--- config.mk ---
export PLATFORM = sky130hd
export DESIGN_NAME = core_rrv_wb
export DESIGN_NICKNAME = d
export VERILOG_FILES = /design/src/rtl/core_rrv_pkg.sv /design/src/rtl/core_rrv_wb_ld_align.sv /design/src/rtl/core_rrv_wb.sv
export SDC_FILE = /design/constraint.sdc
export NUM_CORES = 1
export LEC_CHECK = 0
export CAP_MARGIN = 20
export CORE_MARGIN = 1.5
export CORE_UTILIZATION = 35
export DETAILED_ROUTE_END_ITERATION = 8
export PLACE_DENSITY = 0.83
export SYNTH_ARGS = -nofsm -noshare
export SYNTH_HDL_FRONTEND = slang
export SYNTH_SLANG_ARGS = --single-unit
--- constraint.sdc ---
create_clock -name Clock -period 3.25 [get_ports Clock]
set_input_delay 0.325 -clock Clock [delete_from_list [all_inputs] [get_ports Clock]]
set_output_delay 0.325 -clock Clock [all_outputs]
set_load 0.03 [all_outputs]
--- src/rtl/core_rrv_pkg.sv ---
// Shared types for the rrv write-back stage: control bundle, write-back
// select, FSM state encoding and load byte-enable patterns.
package core_rrv_pkg;

  typedef enum logic [1:0] {
    WB_ALU = 2'd0,
    WB_MEM = 2'd1,
    WB_PC4 = 2'd2
  } t_wb_sel;

  typedef enum logic {
    WB_IDLE     = 1'b0,
    WB_WAIT_RSP = 1'b1
  } t_wb_state;

  typedef struct packed {
    logic       ValidQ104H;
    logic       RegWrEnQ104H;
    logic [4:0] RegDstQ104H;
    t_wb_sel    WbSelQ104H;
    logic [3:0] ByteEnQ104H;
    logic       SignExtQ104H;
  } t_ctrl_wb;

  localparam logic [3:0] BE_BYTE = 4'b0001;
  localparam logic [3:0] BE_HALF = 4'b0011;
  localparam logic [3:0] BE_WORD = 4'b1111;

endpackage

--- src/rtl/core_rrv_wb_ld_align.sv ---
// Load data alignment: picks the addressed byte/half out of the raw word and
// sign- or zero-extends it. Unknown byte-enable patterns pass the word through.
module core_rrv_wb_ld_align
  import core_rrv_pkg::*;
(
  input  logic [31:0] data,
  input  logic [1:0]  offset,
  input  logic [3:0]  byte_en,
  input  logic        sign_ext,
  output logic [31:0] result
);

  logic [31:0] byte_shift;
  logic [15:0] half_sel;

  assign byte_shift = data >> {offset, 3'b000};
  assign half_sel   = offset[1] ? data[31:16] : data[15:0];

  always_comb begin
    result = data;
    case (byte_en)
      BE_BYTE: result = {{24{sign_ext & byte_shift[7]}}, byte_shift[7:0]};
      BE_HALF: result = {{16{sign_ext & half_sel[15]}}, half_sel};
      BE_WORD: result = data;
      default: result = data;
    endcase
  end

endmodule

--- src/rtl/core_rrv_wb.sv ---
// rrv write-back stage: Q104H -> Q105H register-file write port with a
// two-state load-wait FSM. Optional load timeout under CORE_RRV_WB_TIMEOUT_EN.
module core_rrv_wb
  import core_rrv_pkg::*;
#(
  parameter int WB_TIMEOUT_CYC = 64
) (
  input  logic        Clock,
  input  logic        Rst,
  input  t_ctrl_wb    Ctrl,
  input  logic [31:0] AluResultQ104H,
  input  logic [31:0] PcPlus4Q104H,
  input  logic        DMemRspValidQ104H,
  input  logic [31:0] DMemRdDataQ104H,
  output logic        ReadyQ104H,
  output logic        RegWrEnQ105H,
  output logic [4:0]  RegDstQ105H,
  output logic [31:0] RegWrDataQ105H,
`ifdef CORE_RRV_WB_TIMEOUT_EN
  output logic        LoadTimeoutErr,
`endif
  output t_wb_state   wb_state
);

  t_wb_state   state;
  t_wb_state   state_next;
  logic        load_q104h;
  logic        timeout_hit;
  logic        timeout_fire;
  logic        wr_en_next;
  logic [31:0] ld_data;
  logic [31:0] wr_data_next;

  assign load_q104h = Ctrl.ValidQ104H && (Ctrl.WbSelQ104H == WB_MEM);
  assign wb_state   = state;

  core_rrv_wb_ld_align u_ld_align (
    .data     (DMemRdDataQ104H),
    .offset   (AluResultQ104H[1:0]),
    .byte_en  (Ctrl.ByteEnQ104H),
    .sign_ext (Ctrl.SignExtQ104H),
    .result   (ld_data)
  );

  // Reset forces Ready high because the case below is skipped entirely.
  always_comb begin
    state_next   = state;
    ReadyQ104H   = 1'b1;
    timeout_fire = 1'b0;
    if (!Rst) begin
      case (state)
        WB_IDLE: begin
          if (load_q104h && !DMemRspValidQ104H) begin
            ReadyQ104H = 1'b0;
            state_next = WB_WAIT_RSP;
          end
        end
        WB_WAIT_RSP: begin
          if (DMemRspValidQ104H) begin
            state_next = WB_IDLE;
          end else if (timeout_hit) begin
            timeout_fire = 1'b1;
            state_next   = WB_IDLE;
          end else begin
            ReadyQ104H = 1'b0;
          end
        end
        default: state_next = WB_IDLE;
      endcase
    end
  end

  always_comb begin
    wr_data_next = AluResultQ104H;
    case (Ctrl.WbSelQ104H)
      WB_ALU:  wr_data_next = AluResultQ104H;
      WB_PC4:  wr_data_next = PcPlus4Q104H;
      WB_MEM:  wr_data_next = ld_data;
      default: wr_data_next = AluResultQ104H;
    endcase
  end

  assign wr_en_next = Ctrl.ValidQ104H && Ctrl.RegWrEnQ104H && (Ctrl.RegDstQ104H != 5'd0)
                      && ReadyQ104H && !timeout_fire;

  always_ff @(posedge Clock) begin
    if (Rst) state <= WB_IDLE;
    else     state <= state_next;
  end

  // A stalled cycle loads a bubble so each instruction writes exactly once.
  always_ff @(posedge Clock) begin
    if (Rst) begin
      RegWrEnQ105H   <= 1'b0;
      RegDstQ105H    <= 5'd0;
      RegWrDataQ105H <= 32'd0;
    end else begin
      RegWrEnQ105H <= wr_en_next;
      if (ReadyQ104H) begin
        RegDstQ105H    <= Ctrl.RegDstQ104H;
        RegWrDataQ105H <= wr_data_next;
      end
    end
  end

`ifdef CORE_RRV_WB_TIMEOUT_EN
  localparam int CNT_W = $clog2(WB_TIMEOUT_CYC + 1);

  logic [CNT_W-1:0] wait_cnt;

  assign timeout_hit = (wait_cnt == CNT_W'(WB_TIMEOUT_CYC));

  always_ff @(posedge Clock) begin
    if (Rst) begin
      wait_cnt <= '0;
    end else if (state == WB_WAIT_RSP && state_next == WB_WAIT_RSP) begin
      wait_cnt <= wait_cnt + 1'b1;
    end else begin
      wait_cnt <= '0;
    end
  end

  always_ff @(posedge Clock) begin
    if (Rst)               LoadTimeoutErr <= 1'b0;
    else if (timeout_fire) LoadTimeoutErr <= 1'b1;
  end
`else
  assign timeout_hit = 1'b0;
`endif

endmodule
==> impl_metrics.tcl, run 1 <==
set metrics [dict create \
    min_period_over_period_pct 73.1 \
    worstMarginPinSlew_ns 0.882 \
    ys.flop_type "dfxtp_1" \
    root_buffer "clkbuf_8" \
    area_growth_pct 57.5 \
    crit-reg2reg-launch "wb_state" \
    r2r_end "RegWrDataQ105H[9]" \
    grt_pass1_wl_um 18200 \
    drv_cap 0 \
    synth_edf_count 0 \
    holdBufCountCts 0 \
    cp_max_fo 12 \
    place_hpwl_um 8530 \
    slew_viol_final 0 \
    outcome "finished clean" \
    netlist_area_sq_um 2880 \
    crit_top_cell "inv_1" \
    syn_avg_cell_area_sq_um 8.56 \
    rows 32 \
    r2r_slack_ns 1.43 \
    critPathTopFamily "buffers and inverters" \
    grtUsageTotal_pct 26.3 \
    clockBufferDepth 2 \
    synthDistinctLibCells 48 \
    synth.area.top_cells "dfxtp_1, o31ai_1, o221ai_1, a21o_1, mux2i_1" \
    yosysSeqAreaShare_pct 27.1 \
    die_area_sq_um 8780 \
    gp_congestion 0.955 \
    cp_num_buf_inv 4 \
    rsz0062_at_grt "false" \
    insertedDiodeCount 0 \
    grt_pass1_vias 3625 \
    num_io_pins 153 \
    finalWirelength_um 11500 \
    setup-tns-final_ns 0 \
    core_sq_um 7850 \
    cts_buffers 5 \
    cpMaxStageDelayCell "clkdlybuf4s50_1" \
    fp.dieH_um 93.7 \
    synth_cells 336 \
    ys_ff_latch 39 \
    peakVddDrop_uv 182 \
    synth_fp_nets 451 \
    avgViaCountPerCell 6.17 \
    die_w_um 93.7 \
    slew_headroom_pct 41.1 \
    cp-endpoint "ReadyQ104H" \
    ys_async_sr_fraction_pct 0 \
    cts_resized 0 \
    path_depth 8 \
    post_cts_buffers 0 \
    synth_top_area_cell "dfxtp_1" \
    path_cells "clkdlybuf4s50_1 > inv_1 > ha_1 > a21oi_2 > or2_1 > nor2_1 > inv_1 > buf_4" \
    finalSetupViolCount 0 \
    p_per_area_nw_per_um2 330 \
    critPathRequiredTime_ns 2.92 \
    synth_top_area_share_pct 27.1 \
    drive_gt1_share_pct 7.42 \
    hold_path_class "reg -> reg" \
    wl_per_cell_um 20.1 \
    clock_latency_ns 0.30 \
    fmax_ghz 0.421 \
    drtIter0Drc 223 \
    grt_remaining_overflow 0 \
    firstDrtPassIters 5 \
    ctsHtreeMaxLevel 2 \
    r2r_cells 5 \
    antenna_found_initial 0 \
    p_leak_nw 1.63 \
    start_kind "input pin" \
    grt_max_degree 29 \
    num_vias 3544 \
    tritoncts "yes" \
    cpPeakStageDelay_ns 0.49 \
    critPathArrivalTime_ns 2.05 \
    postRouteAntennaNets 0 \
    worstSetupEndpointType "primary output" \
    hold_ws_ns 0.453 \
    skew_ns 0.00485 \
    critPathKind "in -> out" \
    period_needed_ns 2.38 \
    initial_core_util_pct 36.7 \
    path_clk_slew_ns 0.08 \
    hold_viol_final 0 \
    yosys_warnings 0 \
    num-nets-final 586 \
    crit_path_start "Ctrl[6]" \
    drc 0 \
    cts_sinks 39 \
    io_buffers 152 \
]
==> worst min-delay path: cells and delay by family, from the launching register on <==
family | cells | cell delay [ns]
DFF | 1 | 0.31
and+or+nand+nor | 1 | 0.05
AOI/OAI and AO/OA | 1 | 0.05
==> metal layers <==
layer / part of all wire [%] / track usage, % / up-vias
met5: 0 / 0 / -
met4: 3.0 / 10.4 / 0
met3: 10 / 5.58 / 33
met2: 46 / 42.3 / 252
met1: 41 / 34.2 / 1644
li1: - / - / 1615
==> final cells by class <==
| type | count | area, sq um |
|---|---|---|
| Clock buffer | 7 | 76.3 |
| Clock inverter | 1 | 5.00 |
| Tap cell | 102 | 128 |
| Fill cell | 719 | 3310 |
| Timing Repair Buffer | 165 | 1630 |
| Inverter | 8 | 30.0 |
| Sequential cell | 39 | 781 |
| Multi-Input combinational cell | 252 | 1880 |
==> flip-flops by register name (all words and copies together), names as in the netlist <==
signal          cells
RegWrEnQ105H        1
RegWrDataQ105H     32
RegDstQ105H         5
wb_state            1
==> power breakdown <==
group | total, W | switching, W | internal (W)
sequential | 0.000545 | 0.0000245 | 0.000520
clock | 0.000334 | 0.000183 | 0.000151
combinational | 0.000619 | 0.000311 | 0.000308
total | 0.00150 | 0.000518 | 0.000979
==> how the worst min path moves through the flow <==
stage / startpoint / endpoint / slack [ns] / cells after the start
after floorplan: Ctrl[7] / RegDstQ105H[0] / 0.47 / 2
after global placement: RegDstQ105H[4] / RegDstQ105H[4] / 0.44 / 2
after detailed placement: RegDstQ105H[1] / RegDstQ105H[1] / 0.45 / 2
after CTS: RegDstQ105H[2] / RegDstQ105H[2] / 0.46 / 2
after global routing: RegDstQ105H[2] / RegDstQ105H[2] / 0.49 / 2
final: RegDstQ105H[2] / RegDstQ105H[2] / 0.45 / 2
==> placed cells by master, fill, tap and decap left out, types with 5 or more instances in the layout <==
cell,Yosys,routed
o221ai_1,22,22
nor3b_1,9,8
a22oi_1,15,15
nor2b_1,11,10
a22o_1,8,8
nand2_1,26,26
nor2_1,11,11
a31oi_1,7,7
clkdlybuf4s50_1,0,151
inv_1,6,6
buf_4,3,13
o32ai_1,8,8
a21o_1,22,22
a221oi_1,10,10
o31ai_1,32,32
mux2i_1,14,14
dfxtp_1,39,39
a21oi_1,7,6
clkbuf_8,0,5
o22ai_1,16,16
==> per-stage QoR <==
step	instance area [sq um]	setup WS [ns]	power (W)	util [%]	instances
after floorplan	2880	1.38	0.000867	-	336
after global placement	4450	0.774	0.00115	56.7	566
after detailed placement	4450	0.698	0.00117	56.7	566
after CTS	4530	0.887	0.00149	57.8	574
after global routing	4530	0.809	0.00156	57.8	574
final	4530	0.874	0.00150	57.8	574
==> kinds of logic (layout without fill, tap and decap cells) <==
| group | Yosys count | in the layout | synth area share (%) |
|---|---|---|---|
| buffers and inverters | 45 | 181 | 7.78 |
| adder cells (fa/ha/maj) | 2 | 2 | 0.869 |
| AND/OR/NAND/NOR | 72 | 72 | 13.3 |
| AO/OA/AOI/OAI | 162 | 162 | 44.5 |
| multiplexers | 16 | 16 | 6.43 |
| flip-flops | 39 | 39 | 27.1 |
==> synthesized netlist by cell type (2+ instances only) <==
| master | n |
|---|---|
| a31oi_1 | 7 |
| nor2_1 | 11 |
| a22o_1 | 8 |
| nor3b_1 | 9 |
| or4_1 | 2 |
| a21o_1 | 22 |
| o32ai_1 | 8 |
| clkbuf_1 | 14 |
| o211ai_1 | 2 |
| o31ai_1 | 32 |
| mux4_2 | 2 |
| a221oi_1 | 10 |
| o221ai_1 | 22 |
| dfxtp_1 | 39 |
| a22oi_1 | 15 |
| o22ai_1 | 16 |
| inv_1 | 6 |
| nor2b_1 | 11 |
| o21ai_0 | 2 |
| a21oi_1 | 7 |
| buf_2 | 17 |
| nand2_1 | 26 |
| ha_1 | 2 |
| mux2i_1 | 14 |
| buf_6 | 3 |
| nand2b_1 | 4 |
| buf_4 | 3 |
| nor3_1 | 2 |
(Power assumes the default switching activity.)
==> run 2: changes to the inputs <==
==> constraint.sdc (replaced) <==
create_clock -name Clock -period 2.3 [get_ports Clock]
set_input_delay 0.23 -clock Clock [delete_from_list [all_inputs] [get_ports Clock]]
set_output_delay 0.23 -clock Clock [all_outputs]
set_load 0.03 [all_outputs]
==> impl_metrics.tcl, run 2 (same netlist as run 1, synthesis figures left out) <==
set metrics [dict create \
    layout_common_cells "clkdlybuf4s50_1, dfxtp_1, o31ai_1" \
    critPathArrivalTime_ns 1.88 \
    avgViaCountPerCell 6.05 \
    num-nets-final 598 \
    die_w_um 93.7 \
    multi_input_area_sq_um 1890 \
    start_kind "input pin" \
    grt_pass1_wl_um 18500 \
    cts_sinks 39 \
    p_leak_nw 1.72 \
    root_buffer "clkbuf_8" \
    drc 0 \
    drv_cap 0 \
    period_needed_ns 2.11 \
    largest_reg_flops 32 \
    area_growth_pct 63.3 \
    tritoncts "yes" \
    path_clk_slew_ns 0.09 \
    grtUsageTotal_pct 26.8 \
    antenna_found_initial 0 \
    min_from "RegDstQ105H[0]" \
    io_buffers 152 \
    min_period_over_period_pct 91.9 \
    die_area_sq_um 8780 \
    place_hpwl_um 8770 \
    grt_remaining_overflow 0 \
    holdBufCountCts 0 \
    wl_per_cell_um 19.9 \
    clock_latency_ns 0.30 \
    r2r_slack_ns 0.77 \
    critPathKind "in -> out" \
    final_common_cell "clkdlybuf4s50_1" \
    postRouteAntennaNets 0 \
    hold_viol_final 0 \
    fp.dieH_um 93.7 \
    power_w 0.00227 \
    design_area_sq_um 4700 \
    r2r_cells 4 \
    largest-register "RegWrDataQ105H" \
    r2r_end "RegWrDataQ105H[12]" \
    gp_congestion 0.880 \
    placed_cell_area_sq_um 4580 \
    nFillCells 703 \
    crit-reg2reg-launch "wb_state" \
    hold_path_class "reg -> reg" \
    setup-tns-final_ns 0 \
    seq_area_sq_um 781 \
    rows 32 \
    num_vias 3544 \
    finalWirelength_um 11600 \
    initial_core_util_pct 36.7 \
    peakVddDrop_uv 232 \
    p_per_area_nw_per_um2 484 \
    worstMarginPinSlew_ns 0.636 \
    grt_max_degree 32 \
    insertedDiodeCount 0 \
    slew_headroom_pct 57.3 \
    skew_ns 0.00867 \
    outcome "finished clean" \
    cts_resized 0 \
    core_sq_um 7850 \
    critPathRequiredTime_ns 2.07 \
    drtIter0Drc 401 \
    finalSetupViolCount 0 \
    top_regs "RegWrDataQ105H x32, RegDstQ105H x5" \
    rsz0062_at_grt "false" \
    post_cts_buffers 0 \
    cts_buffers 5 \
    whs_endpoint "RegDstQ105H[0]" \
    min_path_cells 2 \
    num_io_pins 153 \
    grt_pass1_vias 3539 \
    cp_max_fo 12 \
    firstDrtPassIters 5 \
    clockBufferDepth 2 \
    slew_viol_final 0 \
    ctsHtreeMaxLevel 2 \
    drive_gt1_share_pct 10.1 \
    fmax_ghz 0.473 \
    worstSetupEndpointType "primary output" \
]
[run 2: cell types whose count changed in the layout (fill, tap and decap cells not counted)]
cell / delta
bufinv_16: +1
clkbuf_1: -2
buf_4: +9
a21oi_4: +1
buf_12: +3
a21oi_2: -1
clkinv_4: +1
[run 2: metal layers]
metal  wire length [um]  share of wire, %  global-route usage, %
met2               5460                47                   44.0
met3               1170                10                   5.50
met4                282               2.4                   7.96
met5                  0                 0                      0
met1               4730                41                   35.4
[run 2: how the worst max path moves through the flow]
stage                        from                 end  slack (ns)  depth (start not counted)
final                     Ctrl[6]          ReadyQ104H        0.19                          9
after global routing      Ctrl[6]          ReadyQ104H        0.05                          9
after CTS                 Ctrl[6]          ReadyQ104H        0.17                          9
after detailed placement  Ctrl[5]  RegWrDataQ105H[11]        0.12                          9
after global placement    Ctrl[5]  RegWrDataQ105H[10]        0.17                          9
after floorplan           Ctrl[6]          ReadyQ104H        0.62                          8
[run 2: cell type report]
type,count,share of cell area [%]
multi-input cells,252,40.3
repair buffers,177,37.4
flip-flops and latches,39,16.6
inverters,8,0.639
well taps,102,2.72
clock buffers,5,1.46
clock inverters,3,0.932
[run 2: power by group]
part / switching, W / internal (W)
clock: 0.000275 / 0.000324
sequential: 0.0000352 / 0.000735
combinational: 0.000446 / 0.000458
[run 2: metrics by stage]
stage	util, %	cells	hold slack, ns	setup WS [ns]
after floorplan	-	336	0.370	0.620
after global placement	58.4	578	0.441	0.170
after detailed placement	58.4	578	0.452	0.119
after CTS	59.8	586	0.463	0.165
after global routing	59.9	586	0.485	0.0485
final	59.9	586	0.459	0.186
[run 2: critical path, cell delays in order]
cell and delay, ns:
clkdlybuf4s50_1 0.50, inv_1 0.05, ha_1 0.22, a21oi_4 0.17
or2_1 0.19, buf_4 0.23, nor2_1 0.07, inv_1 0.06
buf_4 0.15
